`config.mk`:
```
export PLATFORM = sky130hd
export DESIGN_NAME = infinity_core
export DESIGN_NICKNAME = d
export VERILOG_FILES = /design/src/rtl/infinity_core.sv
export SDC_FILE = /design/constraint.sdc
export NUM_CORES = 1
export LEC_CHECK = 0
export CAP_MARGIN = 20
export CORE_MARGIN = 2
export CORE_UTILIZATION = 45
export DETAILED_ROUTE_END_ITERATION = 8
export PLACE_DENSITY = 0.65
export SLEW_MARGIN = 30
export SYNTH_ARGS = -nofsm -noshare
export SYNTH_HDL_FRONTEND = slang
export SYNTH_SLANG_ARGS = --single-unit
```
`constraint.sdc`:
```
create_clock -name clk -period 7.37 [get_ports clk]
set_clock_uncertainty 0.05 [all_clocks]
set_input_delay 0.737 -clock clk [delete_from_list [all_inputs] [get_ports clk]]
set_output_delay 0.737 -clock clk [all_outputs]
set_load 0.05 [all_outputs]
```
`src/rtl/infinity_core.sv`:
```
// infinity_core: multi-cycle 8-bit-ISA core with PC, IR, 8-entry register
// file, ALU and a FETCH/EXEC/MEM/IMM/HALTED controller. Instruction and data
// ports use req/ready handshakes so memories may insert wait states.
module infinity_core #(
    parameter int              DATA_W   = 8,
    parameter int              PC_W     = 8,
    parameter int              DADDR_W  = 8,
    parameter logic [PC_W-1:0] RESET_PC = '0
) (
    input  logic               clk,
    input  logic               rst,
    input  logic               halt,
    output logic               imem_req,
    output logic [PC_W-1:0]    imem_addr,
    input  logic [7:0]         imem_rdata,
    input  logic               imem_ready,
    output logic               dmem_req,
    output logic               dmem_we,
    output logic [DADDR_W-1:0] dmem_addr,
    output logic [DATA_W-1:0]  dmem_wdata,
    input  logic [DATA_W-1:0]  dmem_rdata,
    input  logic               dmem_ready,
    output logic [PC_W-1:0]    pc,
    output logic               halted,
    output logic               retire
);

    typedef enum logic [2:0] {S_FETCH, S_EXEC, S_MEM, S_IMM, S_HALTED} state_t;
    typedef enum logic [1:0] {OP_MOV, OP_LD, OP_ST, OP_ALU} op_t;
    typedef enum logic [2:0] {
        SUB_AND, SUB_ADD, SUB_SUB, SUB_BR, SUB_BIZ, SUB_BIN, SUB_JL, SUB_LDI
    } sub_t;

    state_t              state, state_nx;
    logic                boot;        // high only in the first cycle after reset
    logic [7:0]          ir;
    logic [DATA_W-1:0]   rf [8];
    logic [PC_W-1:0]     pc_q;
    logic [DADDR_W-1:0]  addr_q;
    logic [DATA_W-1:0]   wdata_q;

    // Instruction decode and register operands.
    op_t                 op;
    sub_t                sub;
    logic [2:0]          ra, rb;
    logic [DATA_W-1:0]   r1, rra, rrb;
    logic [PC_W-1:0]     pc_inc, br_tgt;
    logic                boot_halt, is_mem, is_ldi;
    state_t              boundary;

    assign op        = op_t'(ir[7:6]);
    assign sub       = sub_t'(ir[5:3]);
    assign ra        = ir[5:3];
    assign rb        = ir[2:0];
    assign r1        = rf[1];
    assign rra       = rf[ra];
    assign rrb       = rf[rb];
    assign pc_inc    = pc_q + PC_W'(1);
    assign br_tgt    = rrb[PC_W-1:0];
    assign boot_halt = boot && halt;
    assign is_mem    = (op == OP_LD) || (op == OP_ST);
    assign is_ldi    = (op == OP_ALU) && (sub == SUB_LDI);
    // Every instruction boundary parks the core if halt is requested.
    assign boundary  = halt ? S_HALTED : S_FETCH;

    assign pc         = pc_q;
    assign imem_addr  = pc_q;
    assign dmem_addr  = addr_q;
    assign dmem_wdata = wdata_q;

    // State register.
    // NOTE: sequential state uses non-blocking assignments so every flop samples pre-edge values.
    always_ff @(posedge clk or posedge rst) begin
        if (rst) state <= S_FETCH;
        else     state <= state_nx;
    end

    // Next-state logic.
    // NOTE: default assignment first so no path leaves state_nx unassigned (no latch).
    always_comb begin
        state_nx = state;
        case (state)
            S_FETCH: begin
                if (boot_halt)       state_nx = S_HALTED;
                else if (imem_ready) state_nx = S_EXEC;
            end
            S_EXEC: begin
                if (is_mem)      state_nx = S_MEM;
                else if (is_ldi) state_nx = S_IMM;
                else             state_nx = boundary;
            end
            S_MEM:    if (dmem_ready) state_nx = boundary;
            S_IMM:    if (imem_ready) state_nx = boundary;
            S_HALTED: if (!halt)      state_nx = S_FETCH;
            default:  state_nx = S_FETCH;
        endcase
    end

    // Handshake, halted and retire outputs decoded from the current state.
    always_comb begin
        imem_req = 1'b0;
        dmem_req = 1'b0;
        dmem_we  = 1'b0;
        halted   = 1'b0;
        retire   = 1'b0;
        case (state)
            // Reset parks in FETCH; keep the request low while rst is held.
            S_FETCH:  imem_req = !rst && !boot_halt;
            S_EXEC:   retire   = !is_mem && !is_ldi;
            S_MEM: begin
                dmem_req = 1'b1;
                dmem_we  = (op == OP_ST);
                retire   = dmem_ready;
            end
            S_IMM: begin
                imem_req = 1'b1;
                retire   = imem_ready;
            end
            S_HALTED: halted = 1'b1;
            default: ;
        endcase
    end

    // Datapath: IR, register file, PC and data-access latches.
    // NOTE: the register file is reset explicitly because software may read any register before writing it.
    always_ff @(posedge clk or posedge rst) begin
        if (rst) begin
            pc_q    <= RESET_PC;
            ir      <= '0;
            addr_q  <= '0;
            wdata_q <= '0;
            boot    <= 1'b1;
            for (int i = 0; i < 8; i++) rf[i] <= '0;
        end else begin
            boot <= 1'b0;
            case (state)
                S_FETCH: if (imem_ready && !boot_halt) ir <= imem_rdata;
                S_EXEC: begin
                    case (op)
                        OP_MOV: begin
                            rf[rb] <= rra;
                            pc_q   <= pc_inc;
                        end
                        OP_LD, OP_ST: begin
                            addr_q  <= rra[DADDR_W-1:0];
                            wdata_q <= rrb;
                        end
                        default: begin
                            case (sub)
                                SUB_AND: begin rf[rb] <= rrb & r1; pc_q <= pc_inc; end
                                SUB_ADD: begin rf[rb] <= rrb + r1; pc_q <= pc_inc; end
                                SUB_SUB: begin rf[rb] <= rrb - r1; pc_q <= pc_inc; end
                                SUB_BR:  pc_q <= br_tgt;
                                SUB_BIZ: pc_q <= (r1 == '0) ? br_tgt : pc_inc;
                                SUB_BIN: pc_q <= r1[DATA_W-1] ? br_tgt : pc_inc;
                                // Target comes from the old R1 even when rb == 1.
                                SUB_JL: begin
                                    rf[rb] <= DATA_W'(pc_inc);
                                    pc_q   <= r1[PC_W-1:0];
                                end
                                default: pc_q <= pc_inc;   // LDI: step to the immediate
                            endcase
                        end
                    endcase
                end
                S_MEM: begin
                    if (dmem_ready) begin
                        if (op == OP_LD) rf[rb] <= dmem_rdata;
                        pc_q <= pc_inc;
                    end
                end
                S_IMM: begin
                    if (imem_ready) begin
                        rf[rb] <= DATA_W'(imem_rdata);
                        pc_q   <= pc_inc;
                    end
                end
                default: ;
            endcase
        end
    end

endmodule

```
=== Word-level counts from Yosys, hierarchy flattened ===
Index checks and enable logic that the tools add are counted.

* Flip-flop bits (word level): 100
* Memory bits (read-only): 0
* Memory bits (writable): 0
* Memories kept: 0
* Bits in latches: 0

* Equal/unequal tests: 21
* Shift operators: 0
* Multiplexer cells: 42
* Add/sub/neg operators: 3
* Reductions and logical operators: 22
* Multiply operators: 0
* Bitwise operators: 3
* Div/mod/pow operators: 0
* Order comparisons: 3

{| class="wikitable"
|+ Operators by type and width
! operator !! number
|-
| 64-bit bitwise mux || 7
|-
| 64-bit one-hot mux with 4 select lines || 1
|-
| 64-bit 2-to-1 mux || 3
|-
| 64-bit one-hot mux with 3 select lines || 1
|-
| 64-bit one-hot mux with 2 select lines || 1
|-
| 8-bit 2-to-1 mux || 9
|-
| 8-bit binary-select mux with 3-bit select || 2
|-
| 8-bit one-hot mux with 4 select lines || 1
|-
| 8-bit demux with 3-bit select || 1
|-
| 3-bit 2-to-1 mux || 8
|-
| 8-bit one-hot mux with 3 select lines || 1
|-
| 8-bit one-hot mux with 2 select lines || 1
|-
| 3-bit equality test (second input constant) || 5
|-
| 3-bit one-hot mux with 5 select lines || 1
|-
| 3-bit by 2-bit equality test with 1-bit output (second input constant) || 4
|-
| 2-bit != test (second input constant) || 5
|-
| 8-bit by 1-bit adder with 8-bit output (second input constant) || 1
|-
| 8-bit adder || 1
|-
| 8-bit bitwise AND || 1
|-
| 4-bit >= comparator (second input constant) || 2
|-
| 8-bit logical NOT || 1
|-
| 3-bit NOT with 4-bit output || 2
|-
| 4-bit AND reduction || 2
|-
| 8-bit subtractor || 1
|-
| 18 further kinds || 32
|}

=== Logic depth before layout (Yosys ltp) ===
* Depth in word-level cells: 9
* Depth in mapped cells: 16
* Gate-level depth less buffers: 15

=== Worst setup path before layout ===
No wires, ideal clock.

* Path kind: reg-to-reg
* Start: register ir[1]
* End: register (tool-made name)
* Path buffers: 3
* Data required time: 7.194 ns
* Data arrival time: 3.500 ns
* Stages on the path, launching flop included: 16
* Setup slack: 3.694 ns
* Library setup time: 0.126 ns
* Cell sequence: dfrtp_1 buf_2 buf_4 buf_2 nor2_1 a211oi_1 inv_1 ha_1 fa_1 nor2b_1 o21ai_0 o211ai_1 xnor2_1 a211oi_4 a21oi_1 o32a_1

{| class="wikitable"
|+ RTL lines
! element !! line !! RTL
|-
| start, declared || 36 || <nowiki>logic [7:0] ir;</nowiki>
|-
| start signal, assigned || 137 || <nowiki>S_FETCH: if (imem_ready && !boot_halt) ir <= imem_rdata;</nowiki>
|}

==> summary.txt <==
=================================================================================
Post-DP HPWL                                                              28.0 mm
Routed WL per cell                                                        27.8 µm
Worst setup startpoint                                               ir[2]$_DFFE_PP0P_
Library cell occupying the most area in the post-synthesis netlist        dfrtp_1
Post-CTS resize count                                                           0
CTS Hold Buffers Added                                                          0
DR vias/cell                                                                 7.04
Routed wl met2                                                            16.7 mm
Via Count                                                                   10071
Peak Freq                                                                 202 MHz
Max H-tree Level                                                                3
Inserted Diodes                                                                 0
Routed wire length on met3                                                4.72 mm
Run status                                                           finished, final reports clean
Wire length of the first global-routing pass                              59.3 mm
Critical path required time                                               7.57 ns
Worst-Margin Slew                                                         1.12 ns
Number of cells on the worst reg-to-reg path                                   15
Worst-Skew Late Latency                                                   0.37 ns
Cell at the root of the clock tree                                      clkbuf_16
Cells traversed along the worst timing path                          buf_4 > nor2b_1 > a22oi_1 > o22ai_1 > a211oi_1 > inv_1 > ha_1 > fa_1 > nor2b_1 > o21ai_0 > o211ai_1 > xnor2_1 > a211oi_4 > a21oi_1 > o32a_1
Initial core utilization                                                    45.9%
Startpoint class of the critical path                                    register
Antenna violations before repair                                                0
Largest delay share family, worst path                               compound AO/OA/AOI/OAI gates
Area added between synthesis and finish                                     10.8%
Count of TritonRoute iterations in the first routing pass                       6
Sequential cell area fraction in the yosys report                           27.0%
Total Negative Setup Slacks                                                  0 ns
Gp weighted congestion                                                       1.05
Fin. max-slew vios                                                              0
Number of routed nets with antenna violations                                   0
Deepest clock path buffer count                                                 2
Util after Layout                                                           50.8%
Worst R2R Setup Slack                                                     2.43 ns
Post-synth EDFFs                                                                0
Share of the synthesized area in the top cell type                          26.7%
Kind of capture point of the worst setup path                            register
Horizontal extent of the die                                               148 µm
Final setup violation count                                                     0
Predominant post-synthesis flop cell                                      dfrtp_1
Setup repair after global routing missed its margin                            no
GRT Util Overall                                                            36.4%
Cell Rows                                                                      52
Final hold violation count                                                      0
Vias in the first global route                                               9269
Arrival time worst endpoint                                               5.15 ns
Library cell with the highest instance count after synthesis               nor2_1
Die Y-Extent                                                               148 µm
Remaining global-route overflow                                                 0
#FFs+latches synth                                                            100
Area enclosed by the die boundary                                       21800 µm²
# IOs                                                                          58
Mapped cell area                                                         9280 µm²
CP max stage cell                                                         dfrtp_1
RR Startpoint                                                        ir[2]$_DFFE_PP0P_
Initial DRC count                                                            1236
Clk slew on worst S/H paths                                               0.08 ns
Worst setup path category                                              reg -> reg
Distinct cell type count of the synthesized netlist                            94
Most common cell on crit path                                             nor2b_1
Async set-or-reset flop fraction in the synthesized netlist                  100%
Quantity of I/O buffers inserted on ports                                      57
Highest net fanout along the worst path                                        26
Slowest stage delay, CP                                                   0.69 ns
Total buffers and inverters traversed by the critical path                      2
Leading post-synthesis cells by cell area                            dfrtp_1, o21ai_0, nor2_1, nand2_1, a21oi_1
Nets                                                                         1201
Uppermost routed layer                                                       met4
Fraction of layout cells with a size suffix above 1                         10.7%
DRT Wirelength                                                            39.8 mm
Type of the tightest min-delay check                                   reg -> reg
Number of nets in the synthesized netlist                                    1206
Clock tree from TritonCTS                                                    done
Clk sinks                                                                     100
Relative max-transition margin                                              24.9%
Leading cell types by count after synthesis                          nor2_1, nand2_1, o21ai_0
Core Footprint                                                          20200 µm²
Buffer count from post-CTS setup fixing                                         0
Met1 Routed Length                                                        15.6 mm
Reported max-cap violation count                                                0
Post-layout min period                                                    4.94 ns
Average cell area after synthesis                                        8.00 µm²
Pin count of the biggest net entering global routing                           71
DRC errors left                                                                 0
Logic depth of the worst path, buffers included                                15
Number of buffers added by the clock tree synthesis step                        9
Gate count after technology mapping                                          1160
Fin crit share                                                              67.0%
Ys Warns                                                                        0
=================================================================================
## layout by cell type (no fill, tap or decap), drive strengths merged, types with 10 or more instances in the layout
| cell type | netlist | layout |
|---|---|---|
| nor2 | 141 | 141 |
| o21ai | 123 | 123 |
| nand2 | 118 | 118 |
| dfrtp | 99 | 99 |
| a21oi | 89 | 89 |
| clkdlybuf4s50 | 0 | 57 |
| a211oi | 35 | 35 |
| inv | 30 | 30 |
| mux2i | 28 | 28 |
| mux2 | 25 | 25 |
| buf | 56 | 25 |
| a221oi | 24 | 24 |
| a31oi | 23 | 23 |
| ha | 23 | 23 |
| nor3 | 22 | 22 |
| nand2b | 21 | 21 |
| a22oi | 20 | 20 |
| nand3 | 19 | 19 |
| nor2b | 18 | 18 |
| mux4 | 16 | 16 |
| o32a | 15 | 15 |
| o22ai | 15 | 15 |
| clkbuf | 42 | 11 |
| a22o | 10 | 10 |
| xnor2 | 10 | 10 |
## layout make-up
class | count | area (µm²)
Clock buffer | 11 | 253
Clock inverter | 5 | 108
Fill cell | 2001 | 9950
Inverter | 30 | 115
Multi-Input combinational cell | 932 | 6200
Sequential cell | 100 | 2510
Tap cell | 270 | 338
Timing Repair Buffer | 82 | 762
## kinds of logic (layout without fill, tap and decap cells)
family	count (synthesis)	count (layout)	share of synthesized area (%)
buffers and inverters	128	128	6.71
adders and majority gates	25	25	3.53
muxes	69	69	10.1
xor gates and xnor gates	16	16	1.51
and+or+nand+nor	379	379	18.9
AOI/OAI and AO/OA	442	442	32.2
DFF	100	100	27.0
other	1	1	0.0404
## worst reg2reg max path: cells and delay by family (launching register included)
kind / cells / cell delay (ns)
compound gates: 8 / 2.32
fa+ha+maj: 2 / 0.73
flops: 1 / 0.69
buf+inv: 2 / 0.53
simple gates: 2 / 0.33
xor+xnor: 1 / 0.19
## routing by layer
| metal | vias to the layer above | track usage [%] |
|---|---|---|
| met2 | 755 | 52.9 |
| met5 | - | 0.682 |
| met1 | 4819 | 49.7 |
| li1 | 4334 | - |
| met3 | 163 | 7.38 |
| met4 | 0 | 22.5 |
## metrics by stage
stage	setup WS (ns)	std cells	hold slack, ns	instance area, µm²
floorplan	3.69	1160	0.429	9280
global placement	2.69	1414	0.411	9890
detailed placement	2.58	1414	0.414	9910
CTS	2.55	1430	0.432	10300
global route	2.22	1430	0.451	10300
finish	2.43	1430	0.424	10300
## worst min path at each step
stage	from	end	slack, ns	cells after the start
6_report	dmem_wdata[3]$_DFFE_PP0P_	dmem_wdata[3]$_DFFE_PP0P_	0.42	2
4_1_cts	dmem_wdata[3]$_DFFE_PP0P_	dmem_wdata[3]$_DFFE_PP0P_	0.43	2
3_5_place_dp	dmem_wdata[3]$_DFFE_PP0P_	dmem_wdata[3]$_DFFE_PP0P_	0.41	2
3_3_place_gp	dmem_wdata[3]$_DFFE_PP0P_	dmem_wdata[3]$_DFFE_PP0P_	0.41	2
5_1_grt	dmem_wdata[4]$_DFFE_PP0P_	dmem_wdata[4]$_DFFE_PP0P_	0.45	2
2_1_floorplan	register	register	0.43	1
Power is not shown: default switching activity piles up to over one toggle a cycle in this logic, so the estimate is an artifact.
